<file path="config.mk">
export PLATFORM = sky130hd
export DESIGN_NAME = serial_adder_param
export DESIGN_NICKNAME = d
export VERILOG_FILES = /design/src/rtl/serial_adder_pkg.sv /design/src/rtl/adder_slice.sv /design/src/rtl/serial_adder_param.sv
export SDC_FILE = /design/constraint.sdc
export NUM_CORES = 1
export LEC_CHECK = 0
export BUFFER_PORTS_ARGS = -buffer_cell sky130_fd_sc_hd__buf_2
export CAP_MARGIN = 0
export CELL_PAD_IN_SITES_DETAIL_PLACEMENT = 1
export CELL_PAD_IN_SITES_GLOBAL_PLACEMENT = 2
export CORE_MARGIN = 8
export CORE_UTILIZATION = 34
export CTS_CLUSTER_SIZE = 10
export DETAILED_ROUTE_END_ITERATION = 7
export MAX_ROUTING_LAYER = met4
export PLACE_DENSITY_LB_ADDON = 0.3
export SYNTH_ARGS = -nofsm -noshare
export SYNTH_HDL_FRONTEND = slang
export SYNTH_SLANG_ARGS = --single-unit
</file>
<file path="constraint.sdc">
create_clock -name clk -period 2.95 [get_ports clk]
set_input_delay 0.295 -clock clk [delete_from_list [all_inputs] [get_ports clk]]
set_output_delay 0.295 -clock clk [all_outputs]
set_load 0.01 [all_outputs]
</file>
<file path="src/rtl/serial_adder_pkg.sv">
// Shared definitions for the digit-serial adder.
//   DEF_WIDTH / DEF_DIGIT : default operand width and bits processed per cycle
//   state_t               : control FSM encoding
//   idx_bits()            : digit-index width, clog2(N) with a floor of 1
package serial_adder_pkg;

  localparam int DEF_WIDTH = 16;
  localparam int DEF_DIGIT = 4;

  typedef enum logic [1:0] {
    ST_IDLE = 2'd0,
    ST_RUN  = 2'd1,
    ST_DONE = 2'd2
  } state_t;

  function automatic int idx_bits(input int n);
    return (n > 1) ? $clog2(n) : 1;
  endfunction

endpackage

</file>
<file path="src/rtl/adder_slice.sv">
// DIGIT-bit ripple-carry adder slice.
//   a, b  : slice operands
//   cin   : carry into bit 0
//   s     : slice sum
//   cout  : carry out of the top bit
//   c_msb : carry into the top bit (needed for signed overflow)
module adder_slice
  import serial_adder_pkg::*;
#(
  parameter int DIGIT = DEF_DIGIT
) (
  input  logic [DIGIT-1:0] a,
  input  logic [DIGIT-1:0] b,
  input  logic             cin,
  output logic [DIGIT-1:0] s,
  output logic             cout,
  output logic             c_msb
);

  logic [DIGIT:0] c;

  assign c[0] = cin;

  for (genvar i = 0; i < DIGIT; i++) begin : g_bit
    assign s[i]   = a[i] ^ b[i] ^ c[i];
    assign c[i+1] = (a[i] & b[i]) | (c[i] & (a[i] ^ b[i]));
  end

  assign cout  = c[DIGIT];
  assign c_msb = c[DIGIT-1];

endmodule

</file>
<file path="src/rtl/serial_adder_param.sv">
// Digit-serial adder/subtractor. Adds DIGIT bits per cycle, LSB first,
// over N = WIDTH/DIGIT cycles using one shared adder_slice.
//   clk, rst_n          : clock, async active-low reset
//   in_valid / in_ready : operand handshake (ready only in IDLE)
//   A, B, carry_in, sub : operands; sub=1 computes A-B and ignores carry_in
//   out_valid/out_ready : result handshake (valid only in DONE)
//   sum, carry, overflow: result, MSB carry-out (1 = no borrow on sub),
//                         signed overflow
module serial_adder_param
  import serial_adder_pkg::*;
#(
  parameter int WIDTH = DEF_WIDTH,
  parameter int DIGIT = DEF_DIGIT
) (
  input  logic             clk,
  input  logic             rst_n,
  input  logic             in_valid,
  output logic             in_ready,
  input  logic [WIDTH-1:0] A,
  input  logic [WIDTH-1:0] B,
  input  logic             carry_in,
  input  logic             sub,
  output logic             out_valid,
  input  logic             out_ready,
  output logic [WIDTH-1:0] sum,
  output logic             carry,
  output logic             overflow
);

  localparam int N  = WIDTH / DIGIT;
  localparam int IW = idx_bits(N);
  localparam logic [IW-1:0]    LAST  = IW'(N - 1);
  localparam logic [WIDTH-1:0] DMASK = WIDTH'({DIGIT{1'b1}});

  if (WIDTH % DIGIT != 0) begin : g_bad_cfg
    $error("WIDTH must be a multiple of DIGIT");
  end

  state_t           state_q, state_d;
  logic [WIDTH-1:0] a_q, b_q;       // shifted right one digit per RUN cycle
  logic             c_q;            // running carry between digits
  logic [IW-1:0]    idx_q;
  logic [WIDTH-1:0] sum_q, sum_nxt;
  logic             carry_q, ovf_q;

  logic [DIGIT-1:0] sl_s;
  logic             sl_cout, sl_cmsb;
  int               shamt;

  logic accept, retire, last_dig;

  assign accept   = (state_q == ST_IDLE) && in_valid;
  assign retire   = (state_q == ST_DONE) && out_ready;
  assign last_dig = (idx_q == LAST);

  // Operands are consumed from the bottom, so the slice always sees bit 0.
  adder_slice #(.DIGIT(DIGIT)) u_slice (
    .a     (a_q[DIGIT-1:0]),
    .b     (b_q[DIGIT-1:0]),
    .cin   (c_q),
    .s     (sl_s),
    .cout  (sl_cout),
    .c_msb (sl_cmsb)
  );

  // Merge the freshly computed digit into its position in the result.
  assign shamt = int'(idx_q) * DIGIT;
  always_comb begin
    sum_nxt = (sum_q & ~(DMASK << shamt)) | (WIDTH'(sl_s) << shamt);
  end

  // State register
  always_ff @(posedge clk or negedge rst_n) begin
    if (!rst_n) state_q <= ST_IDLE;
    else        state_q <= state_d;
  end

  // Next-state logic
  always_comb begin
    state_d = state_q;
    case (state_q)
      ST_IDLE: if (accept)   state_d = ST_RUN;
      ST_RUN:  if (last_dig) state_d = ST_DONE;
      ST_DONE: if (retire)   state_d = ST_IDLE;
      default:               state_d = ST_IDLE;
    endcase
  end

  // Outputs
  always_comb begin
    in_ready  = (state_q == ST_IDLE);
    out_valid = (state_q == ST_DONE);
  end

  assign sum      = sum_q;
  assign carry    = carry_q;
  assign overflow = ovf_q;

  // Datapath
  always_ff @(posedge clk or negedge rst_n) begin
    if (!rst_n) begin
      a_q     <= '0;
      b_q     <= '0;
      c_q     <= 1'b0;
      idx_q   <= '0;
      sum_q   <= '0;
      carry_q <= 1'b0;
      ovf_q   <= 1'b0;
    end else if (accept) begin
      // Subtraction is A + ~B + 1.
      a_q   <= A;
      b_q   <= B ^ {WIDTH{sub}};
      c_q   <= sub | carry_in;
      idx_q <= '0;
    end else if (state_q == ST_RUN) begin
      sum_q <= sum_nxt;
      c_q   <= sl_cout;
      idx_q <= idx_q + 1'b1;
      a_q   <= a_q >> DIGIT;
      b_q   <= b_q >> DIGIT;
      if (last_dig) begin
        carry_q <= sl_cout;
        ovf_q   <= sl_cmsb ^ sl_cout;
      end
    end
  end

endmodule

</file>
==> reports/metrics.csv <==
stage;metric;value;unit
cts;clock root buffer;clkbuf_8;
layout;diode count;0;
timing;fin worst setup slack;0.570;ns
power_and_ir_drop;Worst VDD drop;0.000297;V
timing;pins over their slew limit;0;
synth;Mapped Cells;262;
cts;worst skew pair latency;0.32;ns
status;status;completed;
synth;flops & latches, synth;55;
detailed_routing;total routed wirelength;7.32;mm
setup_path;element type at the critical path end;register;
global_route;GR peak layer;met2;
layout;Filler cells;948;
cts;Sink Count;55;
global_route;met1 Resource Use GR;0.176;
setup_path;kind of critical path;register to register;
timing;Tightest Pin Transition;0.838;ns
synth;Synth Cell Area;2790;um2
setup_path;CP max-delay cell;fa_1;
timing;Final Cycle Share;0.807;
global_route;largest net degree at the start of global routing;56;
detailed_routing;Detail Route Antenna Nets;0;
synth;top area cells in the synthesized netlist;dfrtp_1 49%, o21ai_0 4.5%, nand2_1 4.2%;
synth;Synth Warn #;0;
floorplan;row cnt;33;
detailed_routing;WL per Instance;17.5;um
setup_path;critical path, cell by cell;inv_1, fa_1, inv_1, fa_1, inv_1, fa_1, inv_1, fa_1, a22o_1;
layout;layout cell share with drive strength beyond 1;0.239;
cts;CTS Hold Bufs;0;
floorplan;die width;107;um
timing;total negative slack;0;ns
setup_path;crit-path max cell delay;0.47;ns
floorplan;chip height;107;um
run;number of max-cap violations;0;
setup_path;delay-heaviest family, CP;adder cells;
global_route;grt total ovfl;0;
layout;register area;1380;um2
layout;Final Cell Area;3210;um2
power_and_ir_drop;Pwr Density;1020;nW/um2
placed_design;final weighted congestion in routability-driven placement;0.803;
global_route;met3 Usage GRT;0.0272;
layout;commonest cells after routing, fill and taps aside;57 x buf_2, 55 x dfrtp_1, 31 x nand2_1;
synth;unique cell type count in the Yosys netlist;36;
synth;net count after synthesis;308;
layout;Area growth syn-to-layout;15.2;%
detailed_routing;DRT Pass-1 Iters;5;
setup_path;crit path max fanout;4;
cts;CTS resizes;0;
detailed_routing;Via density;5.20;
power_and_ir_drop;Net Switching;1.40;mW
setup_path;Req. time, crit path;3.17;ns
setup_path;critical path launch point type;register;
layout;most common cell after layout, fill and taps aside;buf_2;
cts;CTS tree;done;
setup_path;R2R Setup Slk;0.57;ns
layout;multi-input logic area;1250;um2
timing;fmax;420;MHz
timing;clock skew;0.0154;ns
cts;cts bufs inserted;5;
cts;CTS clock-pin slew for the worst setup and hold paths;0.11;ns
floorplan;core region area;8090;um2
placed_design;post-DP HPWL;5.11;mm
detailed_routing;DRT iter0 DRCs;106;
synth;Synth Area per Inst;10.6;um2
power_and_ir_drop;Seq pwr share;0.401;
power_and_ir_drop;overall power;3.28;mW
global_route;GRT Total Usage;0.139;
cts;H-tree depth;2;
cts;largest buffer count on any clock path;2;
placed_design;I/O Buffers;57;
floorplan;IO Pins;58;
power_and_ir_drop;switching fraction of total power;0.428;
layout;fin nets;359;
global_route;vias in the first global route;2376;
setup_path;worst path bufs/invs;4;
power_and_ir_drop;Clk pwr share;0.134;
timing;Final min period;2.38;ns
detailed_routing;DRC;0;
synth;leading area contributor after synthesis;dfrtp_1;
floorplan;DIE AREA;11300;um2
power_and_ir_drop;P_leak;1.51;nW
power_and_ir_drop;Logic pwr share;0.465;
worst_hold_path;Worst Hold Class;input port to async pin;
timing;RSZ-0062 raised after global routing;no;
synth;Yosys top cell area share;0.494;
placed_design;pre-CTS WS;0.539;ns
synth;post-synthesis sequential area ratio;0.494;
global_route;antenna violations before repair;0;
detailed_routing;Vias;2179;
global_route;met2 Resource Use GR;0.221;
timing;Max-slew headroom;0.439;
timing;Hold Violations, Final;0;
timing;final setup fails;0;
floorplan;Starting Density;0.344;
placed_design;Cell Area, Placed;3120;um2
setup_path;crit path DAT;2.60;ns
global_route;first-pass GRT wire length;12.3;mm
power_and_ir_drop;Pint;1.88;mW
cts;Post-CTS Setup Inserts;0;
layout;Final Util;0.396;
area by class of cell:
cell class,instances,area share
sequential,55,0.429
multi-input combinational,179,0.391
timing repair buffer,60,0.0959
tap,105,0.0410
clock buffer,5,0.0215
inverter,12,0.0140
clock inverter,3,0.00741
path summary, 6_finish.rpt:
| kind | end | cells past startpoint | start |
|---|---|---|---|
| max in group asynchronous | b_q[4] | 2 | rst_n |
| min in group clk | state_q[1] | 2 | out_ready |
| min reg2reg | sum[6] | 1 | sum[6] |
| max reg2reg | sum[3] | 9 | b_q[0] |
| min | sum[4] | 2 | rst_n |
| max | sum[3] | 9 | b_q[0] |
synthesized netlist by cell type:
cell type and n:
buf_6 4, clkbuf_1 2, nor2b_1 14, buf_2 6, inv_1 12, a21oi_1 15, o21ai_1 2, nor2_1 5
nor2b_4 2, a2bb2oi_1 1, xor2_1 11, nand2b_4 1, o31ai_1 1, o2bb2ai_1 6, dfrtp_1 55, nand3_1 4
o22ai_1 1, o21ai_0 25, a222oi_1 10, buf_1 1, mux2_2 1, o21bai_1 1, a221o_1 2, xnor2_1 6
buf_4 3, fa_1 4, nand3b_4 1, nor3_1 4, ha_1 4, nand2_1 31, nor3b_4 1, or3b_4 1
a22oi_1 13, nand2b_1 2, a22o_1 9, o32ai_1 1
per-layer routing:
layer  wire length, um  vias to the layer above
li1                  -                     1038
met1              3490                     1092
met2              3540                       44
met3               226                        5
met4                64                        0
met5                 0                        -
cell families (layout without fill, tap and decap cells):
family	after synthesis	count (layout)	share of synthesized area
AOI/OAI and AO/OA	87	87	0.215
xor gates and xnor gates	17	17	0.0535
adders and majority gates	8	8	0.0467
buffers and inverters	28	80	0.0553
DFF	55	55	0.494
muxes	1	1	0.00404
and+or+nand+nor	66	66	0.132
flip-flops by register name (all words and copies together), names as in the netlist:
name and flops:
a_q 16, sum 16, carry 1, idx_q 2, b_q 16, overflow 1, c_q 1, state_q 2
power groups by stage:
stage	sequential, mW	clock, mW	combinational (mW)
floorplan	1.31	0	1.08
global placement	1.32	0	1.52
detailed placement	1.33	0	1.56
global route	1.36	0.480	1.72
finish	1.31	0.438	1.53
CTS	1.32	0.460	1.56
per-stage QoR:
stage | hold slack [ns] | cells
floorplan | -0.000591 | 262
global placement | 0.459 | 411
detailed placement | 0.474 | 411
CTS | 0.127 | 419
global route | 0.143 | 419
finish | 0.109 | 419
Note: power is estimated with default switching activity, not from simulation.
